--- src/rtl/spi_pkg.sv ---
// rtl/spi_pkg.sv - shared SPI frame constants and controller state encoding
package spi_pkg;

   typedef enum logic [2:0] {
      IDLE  = 3'd0,
      SETUP = 3'd1,
      SHIFT = 3'd2,
      HOLD  = 3'd3,
      GAP   = 3'd4
   } spi_state_e;

   localparam int FRAME_BITS = 32;
   localparam int DATA_BITS  = 16;

   // Command bytes understood by spi_slave_inf
   localparam logic [7:0] WRITE_CMD = 8'h01;
   localparam logic [7:0] READ_CMD  = 8'h02;

endpackage

--- src/rtl/spi_master_ctrl_if.sv ---
// rtl/spi_master_ctrl_if.sv - host request/response port of the SPI master controller
interface spi_master_ctrl_if;
   import spi_pkg::*;

   logic                 req_valid_i;
   logic                 req_ready_o;
   logic                 req_write_i;
   logic [7:0]           req_addr_i;
   logic [DATA_BITS-1:0] req_wdata_i;
   logic                 rsp_valid_o;
   logic [DATA_BITS-1:0] rsp_rdata_o;
   logic                 busy_o;

   modport slave (
      input  req_valid_i, req_write_i, req_addr_i, req_wdata_i,
      output req_ready_o, rsp_valid_o, rsp_rdata_o, busy_o
   );

   modport master (
      output req_valid_i, req_write_i, req_addr_i, req_wdata_i,
      input  req_ready_o, rsp_valid_o, rsp_rdata_o, busy_o
   );

endinterface

--- src/rtl/spi_sclk_gen.sv ---
// rtl/spi_sclk_gen.sv - sclk half-period divider; high phase first, cleared while disabled
module spi_sclk_gen #(
   parameter int CLK_DIV = 2
) (
   input  logic clk,
   input  logic rst_n,
   input  logic en,
   output logic sclk_o,
   output logic sclk_rise_o,
   output logic sclk_fall_o,
   output logic half_end_o
);

   localparam int              HW      = $clog2(CLK_DIV + 1);
   localparam logic [HW-1:0]   HC_LAST = HW'(CLK_DIV - 1);

   logic [HW-1:0] hc_q, hc_d;
   logic          ph_q, ph_d;
   logic          hc_last;

   always_comb begin
      hc_last = (hc_q == HC_LAST);
      hc_d    = hc_q;
      ph_d    = ph_q;
      if (!en) begin
         hc_d = '0;
         ph_d = 1'b0;
      end else if (hc_last) begin
         hc_d = '0;
         ph_d = ~ph_q;
      end else begin
         hc_d = hc_q + 1'b1;
      end
   end

   always_ff @(posedge clk or negedge rst_n) begin
      if (!rst_n) begin
         hc_q <= '0;
         ph_q <= 1'b0;
      end else begin
         hc_q <= hc_d;
         ph_q <= ph_d;
      end
   end

   // rise: first cycle of a high phase; fall: last high cycle, sclk drops at its end
   assign sclk_o      = en & ~ph_q;
   assign sclk_rise_o = en & ~ph_q & (hc_q == '0);
   assign sclk_fall_o = en & ~ph_q & hc_last;
   assign half_end_o  = en & hc_last;

endmodule

--- src/rtl/spi_master_ctrl.sv ---
// rtl/spi_master_ctrl.sv - one cmd/addr/data SPI frame per accepted host request
module spi_master_ctrl
   import spi_pkg::*;
#(
   parameter logic [7:0] cWriteCmd = WRITE_CMD,
   parameter logic [7:0] cReadCmd  = READ_CMD,
   parameter int         CLK_DIV   = 2,
   parameter int         CS_SETUP  = 2,
   parameter int         CS_HOLD   = 2,
   parameter int         CS_GAP    = 4
) (
   input  logic               spi_refclk_i,
   input  logic               spi_resetn_i,
   spi_master_ctrl_if.slave   host,
   output logic               spi_csb_o,
   output logic               spi_clk_o,
   output logic               spi_sdo_o,
   input  logic               spi_sdi_i
);

   localparam int CMAX0 = (CS_SETUP > CS_HOLD) ? CS_SETUP : CS_HOLD;
   localparam int CMAX  = (CMAX0 > CS_GAP) ? CMAX0 : CS_GAP;
   localparam int CW    = $clog2(CMAX + 1);

   localparam logic [CW-1:0] SETUP_LAST = CW'(CS_SETUP - 1);
   localparam logic [CW-1:0] HOLD_LAST  = CW'(CS_HOLD - 1);
   localparam logic [CW-1:0] GAP_LAST   = CW'(CS_GAP - 1);

   localparam logic [2:0] S_IDLE  = 3'(IDLE);
   localparam logic [2:0] S_SETUP = 3'(SETUP);
   localparam logic [2:0] S_SHIFT = 3'(SHIFT);
   localparam logic [2:0] S_HOLD  = 3'(HOLD);
   localparam logic [2:0] S_GAP   = 3'(GAP);

   logic [2:0]            state_q, state_d;
   logic [CW-1:0]         cnt_q, cnt_d;
   logic [5:0]            edge_cnt_q, edge_cnt_d;
   logic [FRAME_BITS-1:0] tx_q, tx_d;
   logic [DATA_BITS-1:0]  rx_q, rx_d;
   logic                  wr_q, wr_d;
   logic                  ready_q, ready_d;
   logic                  rsp_valid_q, rsp_valid_d;
   logic [DATA_BITS-1:0]  rsp_rdata_q, rsp_rdata_d;

   logic sclk, sclk_rise, sclk_fall, half_end, accept;

   spi_sclk_gen #(.CLK_DIV(CLK_DIV)) u_sclk_gen (
      .clk         (spi_refclk_i),
      .rst_n       (spi_resetn_i),
      .en          (state_q == S_SHIFT),
      .sclk_o      (sclk),
      .sclk_rise_o (sclk_rise),
      .sclk_fall_o (sclk_fall),
      .half_end_o  (half_end)
   );

   assign accept = host.req_valid_i & ready_q;

   always_comb begin
      state_d     = state_q;
      cnt_d       = cnt_q;
      edge_cnt_d  = edge_cnt_q;
      tx_d        = tx_q;
      rx_d        = rx_q;
      wr_d        = wr_q;
      rsp_valid_d = 1'b0;
      rsp_rdata_d = rsp_rdata_q;
      case (state_q)
         S_IDLE: begin
            if (accept) begin
               state_d = S_SETUP;
               cnt_d   = '0;
               wr_d    = host.req_write_i;
               tx_d    = {(host.req_write_i ? cWriteCmd : cReadCmd),
                          host.req_addr_i, host.req_wdata_i};
            end
         end
         S_SETUP: begin
            if (cnt_q == SETUP_LAST) begin
               state_d = S_SHIFT;
               cnt_d   = '0;
            end else begin
               cnt_d = cnt_q + 1'b1;
            end
         end
         S_SHIFT: begin
            // Upper half of the edge count covers the 16 data bits
            if (sclk_rise && edge_cnt_q[5])
               rx_d = {rx_q[DATA_BITS-2:0], spi_sdi_i};
            if (sclk_fall)
               tx_d = {tx_q[FRAME_BITS-2:0], 1'b0};
            if (half_end) begin
               edge_cnt_d = edge_cnt_q + 1'b1;
               if (edge_cnt_q == 6'd63)
                  state_d = S_HOLD;
            end
         end
         S_HOLD: begin
            if (cnt_q == HOLD_LAST) begin
               state_d     = S_GAP;
               cnt_d       = '0;
               rsp_valid_d = 1'b1;
               rsp_rdata_d = wr_q ? '0 : rx_q;
            end else begin
               cnt_d = cnt_q + 1'b1;
            end
         end
         S_GAP: begin
            if (cnt_q == GAP_LAST) begin
               state_d = S_IDLE;
               cnt_d   = '0;
            end else begin
               cnt_d = cnt_q + 1'b1;
            end
         end
         default: state_d = S_IDLE;
      endcase
      ready_d = (state_d == S_IDLE);
   end

   always_ff @(posedge spi_refclk_i or negedge spi_resetn_i) begin
      if (!spi_resetn_i) begin
         state_q     <= S_IDLE;
         cnt_q       <= '0;
         edge_cnt_q  <= '0;
         tx_q        <= '0;
         rx_q        <= '0;
         wr_q        <= 1'b0;
         ready_q     <= 1'b0;
         rsp_valid_q <= 1'b0;
         rsp_rdata_q <= '0;
      end else begin
         state_q     <= state_d;
         cnt_q       <= cnt_d;
         edge_cnt_q  <= edge_cnt_d;
         tx_q        <= tx_d;
         rx_q        <= rx_d;
         wr_q        <= wr_d;
         ready_q     <= ready_d;
         rsp_valid_q <= rsp_valid_d;
         rsp_rdata_q <= rsp_rdata_d;
      end
   end

   // Pins decode straight from state so an async reset idles them immediately
   assign spi_csb_o = !((state_q == S_SETUP) || (state_q == S_SHIFT) || (state_q == S_HOLD));
   assign spi_clk_o = sclk;
   assign spi_sdo_o = tx_q[FRAME_BITS-1] & ((state_q == S_SETUP) || (state_q == S_SHIFT));

   assign host.req_ready_o = ready_q;
   assign host.rsp_valid_o = rsp_valid_q;
   assign host.rsp_rdata_o = rsp_rdata_q;
   assign host.busy_o      = (state_q != S_IDLE);

endmodule

--- src/flat_wrapper.sv ---
// flat-port wrapper written by rule: the top's interface ports become plain ports
module spi_master_ctrl_flat import spi_pkg::*;
#(
   parameter logic [7:0] cWriteCmd = WRITE_CMD,
   parameter logic [7:0] cReadCmd  = READ_CMD,
   parameter int         CLK_DIV   = 2,
   parameter int         CS_SETUP  = 2,
   parameter int         CS_HOLD   = 2,
   parameter int         CS_GAP    = 4
)
  (spi_refclk_i, spi_resetn_i, spi_csb_o, spi_clk_o, spi_sdo_o, spi_sdi_i, host_req_valid_i, host_req_write_i, host_req_addr_i, host_req_wdata_i, host_req_ready_o, host_rsp_valid_o, host_rsp_rdata_o, host_busy_o);
  spi_master_ctrl_if host_i ();
  input  logic spi_refclk_i;
  input  logic spi_resetn_i;
  output logic spi_csb_o;
  output logic spi_clk_o;
  output logic spi_sdo_o;
  input  logic spi_sdi_i;
  input wire logic [$bits(host_i.req_valid_i)-1:0] host_req_valid_i;
  input wire logic [$bits(host_i.req_write_i)-1:0] host_req_write_i;
  input wire logic [$bits(host_i.req_addr_i)-1:0] host_req_addr_i;
  input wire logic [$bits(host_i.req_wdata_i)-1:0] host_req_wdata_i;
  output wire logic [$bits(host_i.req_ready_o)-1:0] host_req_ready_o;
  output wire logic [$bits(host_i.rsp_valid_o)-1:0] host_rsp_valid_o;
  output wire logic [$bits(host_i.rsp_rdata_o)-1:0] host_rsp_rdata_o;
  output wire logic [$bits(host_i.busy_o)-1:0] host_busy_o;
  assign host_i.req_valid_i = host_req_valid_i;
  assign host_i.req_write_i = host_req_write_i;
  assign host_i.req_addr_i = host_req_addr_i;
  assign host_i.req_wdata_i = host_req_wdata_i;
  assign host_req_ready_o = host_i.req_ready_o;
  assign host_rsp_valid_o = host_i.rsp_valid_o;
  assign host_rsp_rdata_o = host_i.rsp_rdata_o;
  assign host_busy_o = host_i.busy_o;
  spi_master_ctrl #(.cWriteCmd(cWriteCmd), .cReadCmd(cReadCmd), .CLK_DIV(CLK_DIV), .CS_SETUP(CS_SETUP), .CS_HOLD(CS_HOLD), .CS_GAP(CS_GAP)) u_core (.spi_refclk_i(spi_refclk_i), .spi_resetn_i(spi_resetn_i), .host(host_i), .spi_csb_o(spi_csb_o), .spi_clk_o(spi_clk_o), .spi_sdo_o(spi_sdo_o), .spi_sdi_i(spi_sdi_i));
endmodule
--- config.mk ---
export PLATFORM = sky130hd
export DESIGN_NAME = spi_master_ctrl_flat
export DESIGN_NICKNAME = d
export VERILOG_FILES = /design/src/rtl/spi_pkg.sv /design/src/rtl/spi_master_ctrl_if.sv /design/src/rtl/spi_sclk_gen.sv /design/src/rtl/spi_master_ctrl.sv /design/src/flat_wrapper.sv
export SDC_FILE = /design/constraint.sdc
export NUM_CORES = 1
export LEC_CHECK = 0
export CAP_MARGIN = 20
export CORE_MARGIN = 1.5
export CORE_UTILIZATION = 50
export DETAILED_ROUTE_END_ITERATION = 8
export DONT_BUFFER_PORTS = 1
export PLACE_DENSITY_LB_ADDON = 0.3
export SYNTH_ARGS = -nofsm -noshare
export SYNTH_HDL_FRONTEND = slang
export SYNTH_SLANG_ARGS = --single-unit
--- constraint.sdc ---
create_clock -name spi_refclk_i -period 4.02 [get_ports spi_refclk_i]
set_clock_uncertainty 0.15 [all_clocks]
set_input_delay 1.206 -clock spi_refclk_i [delete_from_list [all_inputs] [get_ports spi_refclk_i]]
set_output_delay 1.206 -clock spi_refclk_i [all_outputs]
set_load 0.03 [all_outputs]
* Word level (Yosys, flattened, before mapping)
Index checks and enable logic that the tools add are counted.
** Word-level totals
- Input port bits :: 29
- Flip-flop bits (word level) :: 82
- Logic and storage cells :: 71
- Output and inout port bits :: 22
** Operators by class
- Reduce and logical (&&, ||, !) cells :: 17
- Bitwise logic cells :: 7
- Muxes and demuxes :: 22
- $add $sub $neg :: 3
- Equal/unequal tests :: 11
** Operators by type and width (count)
- $mux W32 :: 2
- $pmux W32 S2 :: 1
- $mux W3 :: 9
- $mux W16 :: 1
- $pmux W3 S5 :: 1
- $reduce_and A2 Y1 :: 5
- $eq A3 B2 Y1 const B :: 3
- $pmux W3 S3 :: 1
- $add A6 B1 Y6 const B :: 1
- $and A1 B1 Y1 :: 6
- $eq A3 B1 Y1 const B :: 2
- $eq A6 B6 Y1 const B :: 1
- $logic_not A3 Y1 :: 2
- $mux W2 :: 3
- $ne A2 B1 Y1 const B :: 3
- $reduce_bool A3 Y1 :: 2
- $mux W1 :: 4
- $add A3 B1 Y3 const B :: 1
- $eq A3 B3 Y1 const B :: 1
- $reduce_and A3 Y1 :: 1
- $add A2 B1 Y2 const B :: 1
- $eq A2 B1 Y1 const B :: 1
- $logic_not A2 Y1 :: 1
- $logic_or A1 B1 Y1 :: 2
- 5 further kinds :: 5

* Longest topological paths before layout
Gate-level depths: netlist of the first run.
- Word-level depth :: 5
- Depth in mapped cells :: 6
- Depth with buffers taken out :: 5

* Modules after synthesis
From an unflattened synthesis of the first run, not the netlist that was laid out.
** Second synthesis, totals
- Cells, all modules :: 286
- Area, all modules :: 3758.6 um2
** By module, submodules not included
- spi_master_ctrl :: cells each 274, seq. area each 1976.9 um2, area an instance 3614.7 um2, instances 1
- spi_sclk_gen :: cells each 12, seq. area each 75.1 um2, area an instance 143.9 um2, instances 1

* Worst setup path before layout of the first run
No wires, ideal clock.
- Path kind :: register to output
- Start point :: register u_core.state_q[0]
- End point :: output spi_clk_o
- Slack :: 1.062 ns
- Arrival time :: 1.602 ns
- Required time :: 2.664 ns
- Path buffers :: 3
- Stages on the path, launching flop included :: 6
- Cells stage by stage :: dfrtp_1 > buf_2 > or3b_1 > buf_2 > buf_2 > nor2_1
** Between the ends
- Longest elaborated chain between the ends :: 2
** RTL lines
- start: declaration :: RTL line spi_master_ctrl.sv:35 : logic [2:0] state_q, state_d;
- start signal: assignment :: RTL line spi_master_ctrl.sv:133 : state_q <= state_d;
- $eq A3 B2 Y1 :: RTL line spi_master_ctrl.sv:50 : .en (state_q == S_SHIFT),
- $and A1 B1 Y1 :: RTL line spi_sclk_gen.sv:47 : assign sclk_o = en & ~ph_q;
- end: declaration :: RTL line flat_wrapper.sv:16 : output logic spi_clk_o;
No other way between the ends.

* Worst setup path after layout of the first run
- Start point :: register u_core.state_q[2]
- End point :: output spi_clk_o
The elaborated chain is that of the path after synthesis.

==> summary.txt, run 1 <==
Outcome
  • Result of the run: completed

Die
  • Ports placed on the boundary: 51
  • Width of the die: 89.7 um
  • Row count: 31
  • Floorplan die area: 8040 um^2
  • Y dimension of the die: 89.7 um
  • Initial cell density of the core: 0.518
  • Area of the core: 7250 um^2

Cells and area
  • Share of layout cells above drive strength 1: 0.234
  • Number of antenna repair diodes: 0
  • Share of the core filled with cells: 0.562
  • Layout filler cell count: 628
  • Net total in the final layout: 316
  • Area added between synthesis and finish: 8.56%

Global routing
  • Maximum number of pins on one net before global-route repair: 83
  • Vias in the first global route: 1,993
  • Global route overflow: 0
  • Number of antenna violations at the first check in global routing: 0
  • All-layer global routing usage: 0.153
  • Global-route wire length before repair: 9210 um

Drt
  • Violation count after the first detailed-route iteration: 79
  • DRT antenna net count: 0
  • First-pass iteration count of the detailed router: 4
  • Via total after detailed routing: 2,005
  • Total Routed Length: 5770 um
  • Drt via density: 5.21
  • Drc violations: 0
  • Drt wl/cell: 15.0 um

STA
  • Total Neg Setup Slack: 0 ns
  • Fmax: 314 MHz
  • Actual transition at the worst max-transition pin: 0.996 ns
  • Final worst setup slack: 0.836 ns
  • Period minus WS final: 3.18 ns
  • Relative slew slack: 0.334
  • Final cycle utilization of the critical path: 0.792
  • RSZ-0062 raised after global routing: no
  • Number of max-slew violations in the final report: 0
  • Count of endpoints failing setup in the final report: 0
  • Number of failing hold endpoints at the final stage: 0
  • Smallest hold slack: 0.324 ns

Setup path
  • CP Launch Type: flop
  • CP Capture Type: output port
  • Endpoint of the worst-slack reg-to-reg timing path: u_core.host.rsp_rdata_o[4]
  • R2r setup slk: 1.45 ns
  • Maximum fanout along the worst path: 25
  • Required @ worst endpoint: 2.66 ns
  • Kind of critical path: flop to output port
  • Worst flop-to-flop path startpoint: u_core.state_q[2]
  • Worst Path Arrival: 1.83 ns
  • FF-to-FF path depth: 3

Clocking
  • TritonCTS clock tree: built
  • Number of hold-repair buffers added at the cts stage: 0
  • Buffer cell driving the clock tree root: clkbuf_8
  • Number of buffers added by the clock tree synthesis step: 9
  • Setup Buffers After CTS: 0
  • Number of buffers between clock root and the deepest sink: 2
  • Number of instances resized during post-cts repair: 0
  • Clk sink count: 82
  • Worst-path clk slew: 0.08 ns
  • Later-pin clock latency in the skew report: 0.34 ns
  • Max H-tree Level: 3

Synth
  • Portion of the post-synthesis area used by sequential elements: 0.546
  • Count of flip-flops with a built-in enable after synthesis: 0
  • Most numerous cell in the Yosys netlist: dfrtp_1
  • Top cells by area in the synthesized netlist: dfrtp_1, mux2_2, mux2_1, nor2b_1, mux2i_1
  • Mapped cell area: 3760 um^2
  • Share of flip-flops with an asynchronous set or reset: 1.00
  • Area share of the largest cell type after synthesis: 0.546
  • Number of synthesized register bits: 82
  • Number of cells produced by synthesis: 279
  • Synth cell count leaders: dfrtp_1, mux2_2, mux2_1, nor2b_1, inv_1
  • Library cell with the largest summed area after synthesis: dfrtp_1
  • Synth Area per Inst: 13.5 um^2
  • Number of warnings printed during yosys synthesis: 0
  • Post-Syn Nets: 313
  • Post-synthesis cell type count: 38
  • Synth Flop Type: dfrtp_1

Placement
  • Port bufs: 0
  • Final HPWL DP: 3720 um
  • Final weighted congestion in routability-driven placement: 0.746
  • Worst slack, placed: 1.19 ns

Hold path
  • Hold Path Stages: 1
  • Type of the worst min-delay path: flop to flop
  • Hold Path End: u_core.edge_cnt_q[2]
  • Worst Min Path Start: u_core.edge_cnt_q[2]

Pwr
  • Max rail drop VDD: 0.221 mV
  • Leakage power figure: 0.00205 uW
  • Ratio of total power to cell area: 375 nW/um^2

Run
  • Number of max-cap violations: 0
where the power goes:
group | switching [uW] | internal [uW] | leakage, uW
registers | 0.287 | 825 | 0.00111
logic | 0.205 | 0.897 | 0.000825
clock network | 277 | 425 | 0.000118
total | 278 | 1250 | 0.00205
layer usage:
metal / share of wire / track usage
met5: 0 / 0
met4: 0.012 / 0.0797
met3: 0.059 / 0.0439
met2: 0.45 / 0.245
met1: 0.48 / 0.189
worst max-delay path, stage by stage, from the launching register on:
cell and delay (ns):
dfrtp_1 0.53, or3b_1 0.42, buf_4 0.24, nor2_1 0.12, buf_4 0.16
state kept, by name (all words and copies together), names as in the netlist, 2 cells and up:
register                 count
u_core.cnt_q                 3
u_core.edge_cnt_q            6
u_core.host.rsp_rdata_o     16
u_core.rx_q                 16
u_core.state_q               3
u_core.tx_q                 32
u_core.u_sclk_gen.hc_q       2
worst max path at each step:
stage | startpoint | to | slack (ns)
global placement | u_core.state_q[2] | spi_clk_o | 1.21
CTS | u_core.state_q[2] | spi_clk_o | 0.80
detailed placement | u_core.state_q[2] | spi_clk_o | 1.19
global route | u_core.state_q[1] | spi_clk_o | 0.73
floorplan | u_core.state_q[0] | spi_clk_o | 1.06
finish | u_core.state_q[2] | spi_clk_o | 0.84
stage by stage:
step | area (um^2) | total power [uW] | std cells
6_report | 4080 | 1530 | 385
5_1_grt | 4080 | 1590 | 385
4_1_cts | 4080 | 1550 | 385
3_5_place_dp | 3840 | 843 | 370
3_3_place_gp | 3840 | 843 | 370
2_1_floorplan | 3760 | 842 | 279
cell type report:
cell class / instances / area, um^2 / share of cell area
flip-flops and latches: 82 / 2050 / 0.503
inverters: 14 / 52.6 / 0.0129
well taps: 99 / 124 / 0.0304
clock buffers: 10 / 138 / 0.0337
multi-input cells: 170 / 1570 / 0.386
clock inverters: 5 / 103 / 0.0252
repair buffers: 5 / 37.5 / 0.00920
placed cells by master, fill, tap and decap left out, types with 2 or more instances in the layout:
master | synthesis | routed
dfrtp_1 | 82 | 82
mux2_2 | 44 | 44
mux2_1 | 37 | 37
nor2b_1 | 17 | 17
inv_1 | 14 | 14
nand2_1 | 10 | 10
mux2i_1 | 10 | 10
clkbuf_8 | 0 | 10
xnor2_1 | 7 | 7
ha_1 | 5 | 5
buf_4 | 0 | 5
nand4_1 | 4 | 4
nor2_1 | 4 | 4
a21o_1 | 3 | 3
nand3_1 | 3 | 3
bufinv_16 | 0 | 3
nor3_1 | 2 | 2
nand2b_1 | 2 | 2
or3b_1 | 2 | 2
a21oi_1 | 2 | 2
and3_1 | 2 | 2
logic make-up after synthesis:
group / Yosys count / share of synthesized area
muxes: 91 / 0.269
adders and majority gates: 5 / 0.0167
xor gates and xnor gates: 7 / 0.0163
and+or+nand+nor: 54 / 0.0852
DFF: 82 / 0.546
AOI/OAI and AO/OA: 13 / 0.0310
buffers and inverters: 27 / 0.0353
(Power assumes the default switching activity.)
==> inputs of run 2 (changes only) <==
==> constraint.sdc (replaced) <==
create_clock -name spi_refclk_i -period 2.89 [get_ports spi_refclk_i]
set_clock_uncertainty 0.15 [all_clocks]
set_input_delay 0.867 -clock spi_refclk_i [delete_from_list [all_inputs] [get_ports spi_refclk_i]]
set_output_delay 0.867 -clock spi_refclk_i [all_outputs]
set_load 0.03 [all_outputs]
==> summary.txt, run 2 (synthesis gave the netlist of run 1 again) <==
Outcome
  • Result of the run: completed (unchanged)

Clocking
  • Worst-path clk slew: 0.08 ns (about the same)
  • TritonCTS clock tree: built (unchanged)
  • Number of buffers added by the clock tree synthesis step: 9 (unchanged)
  • Setup Buffers After CTS: 0 (unchanged)
  • Buffer cell driving the clock tree root: clkbuf_8 (unchanged)
  • Number of buffers between clock root and the deepest sink: 2 (unchanged)
  • Number of instances resized during post-cts repair: 0 (unchanged)
  • Later-pin clock latency in the skew report: 0.33 ns (was 0.34 ns)
  • Max H-tree Level: 3 (unchanged)
  • Clk sink count: 82 (unchanged)
  • Number of hold-repair buffers added at the cts stage: 0 (unchanged)

STA
  • Count of endpoints failing setup in the final report: 0 (unchanged)
  • Actual transition at the worst max-transition pin: 0.566 ns (was 0.996 ns)
  • RSZ-0062 raised after global routing: no (unchanged)
  • Total Neg Setup Slack: 0 ns (unchanged)
  • Number of max-slew violations in the final report: 0 (unchanged)
  • Number of failing hold endpoints at the final stage: 0 (unchanged)
  • Final cycle utilization of the critical path: 0.897
  • Fmax: 386 MHz
  • Relative slew slack: 0.623 (was 0.334)
  • Smallest hold slack: 0.0710 ns (was 0.324 ns)
  • Period minus WS final: 2.59 ns

Die
  • Y dimension of the die: 89.7 um (unchanged)
  • Row count: 31 (unchanged)
  • Floorplan die area: 8040 um^2 (unchanged)
  • Ports placed on the boundary: 51 (unchanged)
  • Initial cell density of the core: 0.518 (unchanged)
  • Width of the die: 89.7 um (unchanged)
  • Area of the core: 7250 um^2 (unchanged)

Global routing
  • Global-route wire length before repair: 9650 um (was 9210 um)
  • Global route overflow: 0 (unchanged)
  • Global-route met1 utilization: 0.210 (was 0.189)
  • Maximum number of pins on one net before global-route repair: 83 (unchanged)
  • All-layer global routing usage: 0.159 (was 0.153)
  • Met3 demand-to-capacity share in global routing: 0.0594 (was 0.0439)
  • Number of antenna violations at the first check in global routing: 0 (unchanged)
  • Vias in the first global route: 1,988 (was 1,993)
  • Top Usage Layer GRT: met2 (unchanged)
  • Global Route met2 Usage: 0.248 (was 0.245)

Pwr
  • Ratio of total power to cell area: 503 nW/um^2 (was 375 nW/um^2)
  • Cell-internal power: 1640 uW (was 1250 uW)
  • Gate power share: 0.001 (about the same)
  • Switching component of the power: 409 uW (was 278 uW)
  • Leakage power figure: 0.00205 uW (about the same)
  • Max rail drop VDD: 0.299 mV (was 0.221 mV)
  • Sequential share of power: 0.560 (was 0.540)
  • Fraction of power spent switching nets: 0.200 (was 0.182)
  • Clock network fraction of design power: 0.439 (was 0.459)

Drt
  • First-pass iteration count of the detailed router: 4 (unchanged)
  • Total Routed Length: 5920 um (was 5770 um)
  • Violation count after the first detailed-route iteration: 83 (was 79)
  • Drt wl/cell: 15.3 um (was 15.0 um)
  • Drc violations: 0 (unchanged)
  • Via total after detailed routing: 2,053 (was 2,005)
  • DRT antenna net count: 0 (unchanged)
  • Drt via density: 5.29 (was 5.21)

Cells and area
  • Most frequent cells in the layout: dfrtp_1, mux2_2, mux2_1 (unchanged)
  • Share of layout cells above drive strength 1: 0.239 (was 0.234)
  • Register containing the most flip-flops in the final layout: u_core.tx_q (unchanged)
  • Number of antenna repair diodes: 0 (unchanged)
  • Flip-flop count of the largest register after layout: 32 (unchanged)
  • Most common library cell in the layout ignoring fill and taps: dfrtp_1 (unchanged)
  • Layout filler cell count: 631 (was 628)
  • Area added between synthesis and finish: 8.36% (was 8.56%)
  • Net total in the final layout: 318 (was 316)
  • Non-filler cells, final: 388 (was 385)

Setup path
  • CP Launch Type: flop (unchanged)
  • CP Capture Type: output port (unchanged)
  • Required @ worst endpoint: 1.87 ns (was 2.66 ns)
  • Kind of critical path: flop to output port (unchanged)
  • Maximum fanout along the worst path: 11 (was 25)
  • Worst Path Arrival: 1.58 ns (was 1.83 ns)

Placement
  • Dpl cells: 372 (was 370)
  • Final weighted congestion in routability-driven placement: 0.723 (was 0.746)
  • Final HPWL DP: 3890 um (was 3720 um)
  • Port bufs: 0 (unchanged)

Run
  • Number of max-cap violations: 0 (unchanged)

Hold path
  • Type of the worst min-delay path: primary input to async pin (was flop to flop)
run 2: layer usage:
layer,vias to the layer above,part of all wire
met2,34,0.46
met1,1037,0.48
met4,0,0.0071
li1,978,-
met3,4,0.052
met5,-,0
run 2: power by group through the flow:
stage	logic, uW	registers, uW	clock network (uW)
final	1.55	1150	898
after global placement	1.54	1170	0
after detailed placement	1.54	1170	0
after CTS	1.55	1150	924
after global routing	1.66	1150	969
after floorplan	1.47	1170	0
run 2: through the flow:
stage	area, um^2	utilization	setup slack [ns]	total power, uW
floorplan	3760	-	0.271	1170
global placement	3850	0.531	0.611	1170
detailed placement	3850	0.531	0.582	1170
CTS	4070	0.561	0.269	2070
global route	4070	0.561	0.210	2120
finish	4070	0.561	0.297	2050
run 2: critical path, stage by stage (launching register included):
cell and delay (ns):
dfrtp_1 0.59, or3b_1 0.40, nor2_1 0.09, buf_4 0.16
run 2: final cells by class:
type                            count  area, um^2  share of cell area
Multi-Input combinational cell    170        1570               0.386
Timing Repair Buffer                7        52.6              0.0129
Clock buffer                       10         128              0.0313
Clock inverter                      6        90.1              0.0221
Tap cell                           99         124              0.0304
Inverter                           14        52.6              0.0129
Sequential cell                    82        2050               0.504
run 2: worst paths after layout:
path / endpoint / depth (start not counted) / slack (ns) / startpoint
worst max-delay path: spi_clk_o / 3 / 0.30 / u_core.state_q[1]
worst min-delay path: u_core.cnt_q[2] / 0 / 0.07 / spi_resetn_i
worst max register to register: u_core.tx_q[5] / 4 / 0.58 / u_core.u_sclk_gen.hc_q[1]
worst min register to register: u_core.edge_cnt_q[2] / 1 / 0.32 / u_core.edge_cnt_q[2]
max in group asynchronous: u_core.tx_q[20] / 0 / 2.38 / spi_resetn_i
min in group spi_refclk_i: u_core.edge_cnt_q[2] / 1 / 0.32 / u_core.edge_cnt_q[2]
==> inputs of run 3 (changes only) <==
--- a/config.mk
+++ b/config.mk
@@ -6,11 +6,13 @@
 export NUM_CORES = 1
 export LEC_CHECK = 0
 export CAP_MARGIN = 20
+export CORE_ASPECT_RATIO = 0.6
 export CORE_MARGIN = 1.5
 export CORE_UTILIZATION = 50
 export DETAILED_ROUTE_END_ITERATION = 8
 export DONT_BUFFER_PORTS = 1
-export PLACE_DENSITY_LB_ADDON = 0.3
+export PLACE_DENSITY = 0.68
+export REMOVE_ABC_BUFFERS = 1
 export SYNTH_ARGS = -nofsm -noshare
 export SYNTH_HDL_FRONTEND = slang
 export SYNTH_SLANG_ARGS = --single-unit
==> summary.txt, run 3 (synthesis gave the netlist of run 1 again) <==
Pwr
  • Cell-internal power: 2040 uW (was 1640 uW)
  • Switching component of the power: 439 uW (was 409 uW)
  • Sequential share of power: 0.464 (was 0.560)
  • Gate power share: 0.001 (about the same)
  • Clock network fraction of design power: 0.535 (was 0.439)
  • Max rail drop VDD: 0.280 mV (was 0.299 mV)
  • Total power of the final layout: 2480 uW (was 2050 uW)
  • Fraction of power spent switching nets: 0.177 (was 0.200)
  • Leakage power figure: 0.00213 uW (was 0.00205 uW)
  • Ratio of total power to cell area: 585 nW/um^2 (was 503 nW/um^2)

Setup path
  • Kind of critical path: flop to output port (unchanged)
  • FF-to-FF path depth: 4 (unchanged)
  • Delay-heaviest family, CP: flip-flops (unchanged)
  • Number of buffer and inverter stages on the critical path: 1 (unchanged)
  • Endpoint of the worst-slack reg-to-reg timing path: u_core.tx_q[7] (was u_core.tx_q[5])
  • CP Launch Type: flop (unchanged)
  • Maximum fanout along the worst path: 11 (unchanged)
  • Worst Path Arrival: 1.56 ns (was 1.58 ns)
  • Delay of the slowest cell on the worst path: 0.56 ns (was 0.59 ns)
  • Required @ worst endpoint: 1.87 ns (about the same)
  • Ordered list of cells on the worst path: or3b_1 > nor2_1 > buf_4 (unchanged)
  • Number of cells on the critical path: 3 (unchanged)
  • R2r setup slk: 0.71 ns (was 0.58 ns)
  • Slowest stage cell on the critical path: dfrtp_1 (unchanged)
  • Launching element of the worst setup path: u_core.state_q[1] (unchanged)
  • Critical Path Sink: spi_clk_o (unchanged)
  • Worst flop-to-flop path startpoint: u_core.u_sclk_gen.hc_q[1] (unchanged)
  • CP Capture Type: output port (unchanged)

Cells and area
  • Flip-flop count of the largest register after layout: 32 (unchanged)
  • Most common library cell in the layout ignoring fill and taps: dfrtp_1 (unchanged)
  • Area added between synthesis and finish: 12.7% (was 8.36%)
  • Net total in the final layout: 319 (was 318)
  • Share of the core filled with cells: 0.582 (was 0.561)
  • Non-filler cells, final: 394 (was 388)
  • Register containing the most flip-flops in the final layout: u_core.tx_q (unchanged)
  • Most frequent cells in the layout: dfrtp_1, mux2_2, mux2_1 (unchanged)
  • Share of layout cells above drive strength 1: 0.245 (was 0.239)
  • Number of antenna repair diodes: 0 (unchanged)

Hold path
  • Type of the worst min-delay path: primary input to async pin (unchanged)

STA
  • Final cycle utilization of the critical path: 0.892 (was 0.897)
  • Fmax: 388 MHz (was 386 MHz)
  • Number of failing hold endpoints at the final stage: 0 (unchanged)
  • Relative slew slack: 0.633 (was 0.623)
  • Count of endpoints failing setup in the final report: 0 (unchanged)
  • Actual transition at the worst max-transition pin: 0.551 ns (was 0.566 ns)
  • Number of max-slew violations in the final report: 0 (unchanged)
  • Period minus WS final: 2.58 ns (was 2.59 ns)
  • RSZ-0062 raised after global routing: no (unchanged)
  • Smallest hold slack: 0.0744 ns (was 0.0710 ns)
  • Total Neg Setup Slack: 0 ns (unchanged)

Drt
  • Violation count after the first detailed-route iteration: 92 (was 83)
  • Drt via density: 5.33 (was 5.29)
  • Total Routed Length: 6320 um (was 5920 um)
  • DRT antenna net count: 0 (unchanged)
  • First-pass iteration count of the detailed router: 4 (unchanged)
  • Drc violations: 0 (unchanged)
  • Via total after detailed routing: 2,100 (was 2,053)
  • Drt wl/cell: 16.0 um (was 15.3 um)

Die
  • Width of the die: 115 um (was 89.7 um)
  • Initial cell density of the core: 0.517 (was 0.518)
  • Y dimension of the die: 70.1 um (was 89.7 um)
  • Ports placed on the boundary: 51 (unchanged)
  • Floorplan die area: 8060 um^2 (was 8040 um^2)
  • Row count: 24 (was 31)
  • Area of the core: 7270 um^2 (was 7250 um^2)

Clocking
  • Number of buffers between clock root and the deepest sink: 2 (unchanged)
  • Buffer cell driving the clock tree root: clkbuf_16 (was clkbuf_8)
  • Worst-path clk slew: 0.06 ns (was 0.08 ns)
  • Setup Buffers After CTS: 0 (unchanged)
  • Clk sink count: 82 (unchanged)
  • TritonCTS clock tree: built (unchanged)
  • Later-pin clock latency in the skew report: 0.34 ns (was 0.33 ns)
  • Number of buffers added by the clock tree synthesis step: 9 (unchanged)
  • Number of instances resized during post-cts repair: 0 (unchanged)
  • Max H-tree Level: 3 (unchanged)
  • Number of hold-repair buffers added at the cts stage: 0 (unchanged)

Placement
  • Dpl cells: 378 (was 372)
  • Port bufs: 0 (unchanged)
  • Final weighted congestion in routability-driven placement: 0.799 (was 0.723)
  • Final HPWL DP: 4210 um (was 3890 um)

Global routing
  • Number of antenna violations at the first check in global routing: 0 (unchanged)
  • Global-route wire length before repair: 11,000 um (was 9650 um)
  • Vias in the first global route: 2,151 (was 1,988)
  • Maximum number of pins on one net before global-route repair: 83 (unchanged)
  • All-layer global routing usage: 0.182 (was 0.159)
  • Global route overflow: 0 (unchanged)

Run
  • Number of max-cap violations: 0 (unchanged)

Outcome
  • Result of the run: completed (unchanged)
run 3: routing by layer:
layer | vias up | global-route usage | share of wire | routed length, um
met1 | 1066 | 0.260 | 0.52 | 3270
met4 | 0 | 0.0590 | 0.011 | 70
met2 | 31 | 0.249 | 0.43 | 2730
li1 | 995 | - | - | -
met5 | - | 0 | 0 | 0
met3 | 8 | 0.0747 | 0.040 | 256
run 3: layout make-up:
cell class | instances | area, um^2
Clock buffer | 11 | 253
Clock inverter | 5 | 100
Fill cell | 607 | 3030
Inverter | 14 | 52.6
Multi-Input combinational cell | 170 | 1570
Sequential cell | 82 | 2050
Tap cell | 104 | 130
Timing Repair Buffer | 8 | 72.6
run 3: worst register-to-register path: stages (launching register included):
cell and delay, ns:
dfrtp_1 0.41, or3b_1 0.45, a2111oi_4 0.42, buf_12 0.26
mux2_2 0.38
run 3: worst min path at each step:
stage | from | endpoint | slack [ns] | cells past startpoint
final | spi_resetn_i | u_core.tx_q[8] | 0.07 | 0
after global routing | spi_resetn_i | u_core.tx_q[11] | 0.05 | 0
after CTS | spi_resetn_i | u_core.host.rsp_rdata_o[3] | 0.06 | 0
after detailed placement | u_core.tx_q[14] | u_core.tx_q[14] | 0.32 | 1
after global placement | u_core.edge_cnt_q[2] | u_core.edge_cnt_q[2] | 0.31 | 1
after floorplan | u_core.edge_cnt_q[2] | u_core.edge_cnt_q[2] | 0.29 | 1
run 3: stage by stage:
stage	area (um^2)	setup slack, ns
final	4230	0.313
after global routing	4230	0.249
after CTS	4230	0.296
after detailed placement	3880	0.669
after global placement	3880	0.684
after floorplan	3680	-0.0198
run 3: power groups by stage:
stage	clock network (uW)	logic [uW]	registers (uW)
floorplan	0	1.47	1170
global placement	0	1.51	1170
detailed placement	0	1.53	1170
CTS	1360	1.53	1150
global route	1420	1.77	1150
finish	1330	1.50	1150
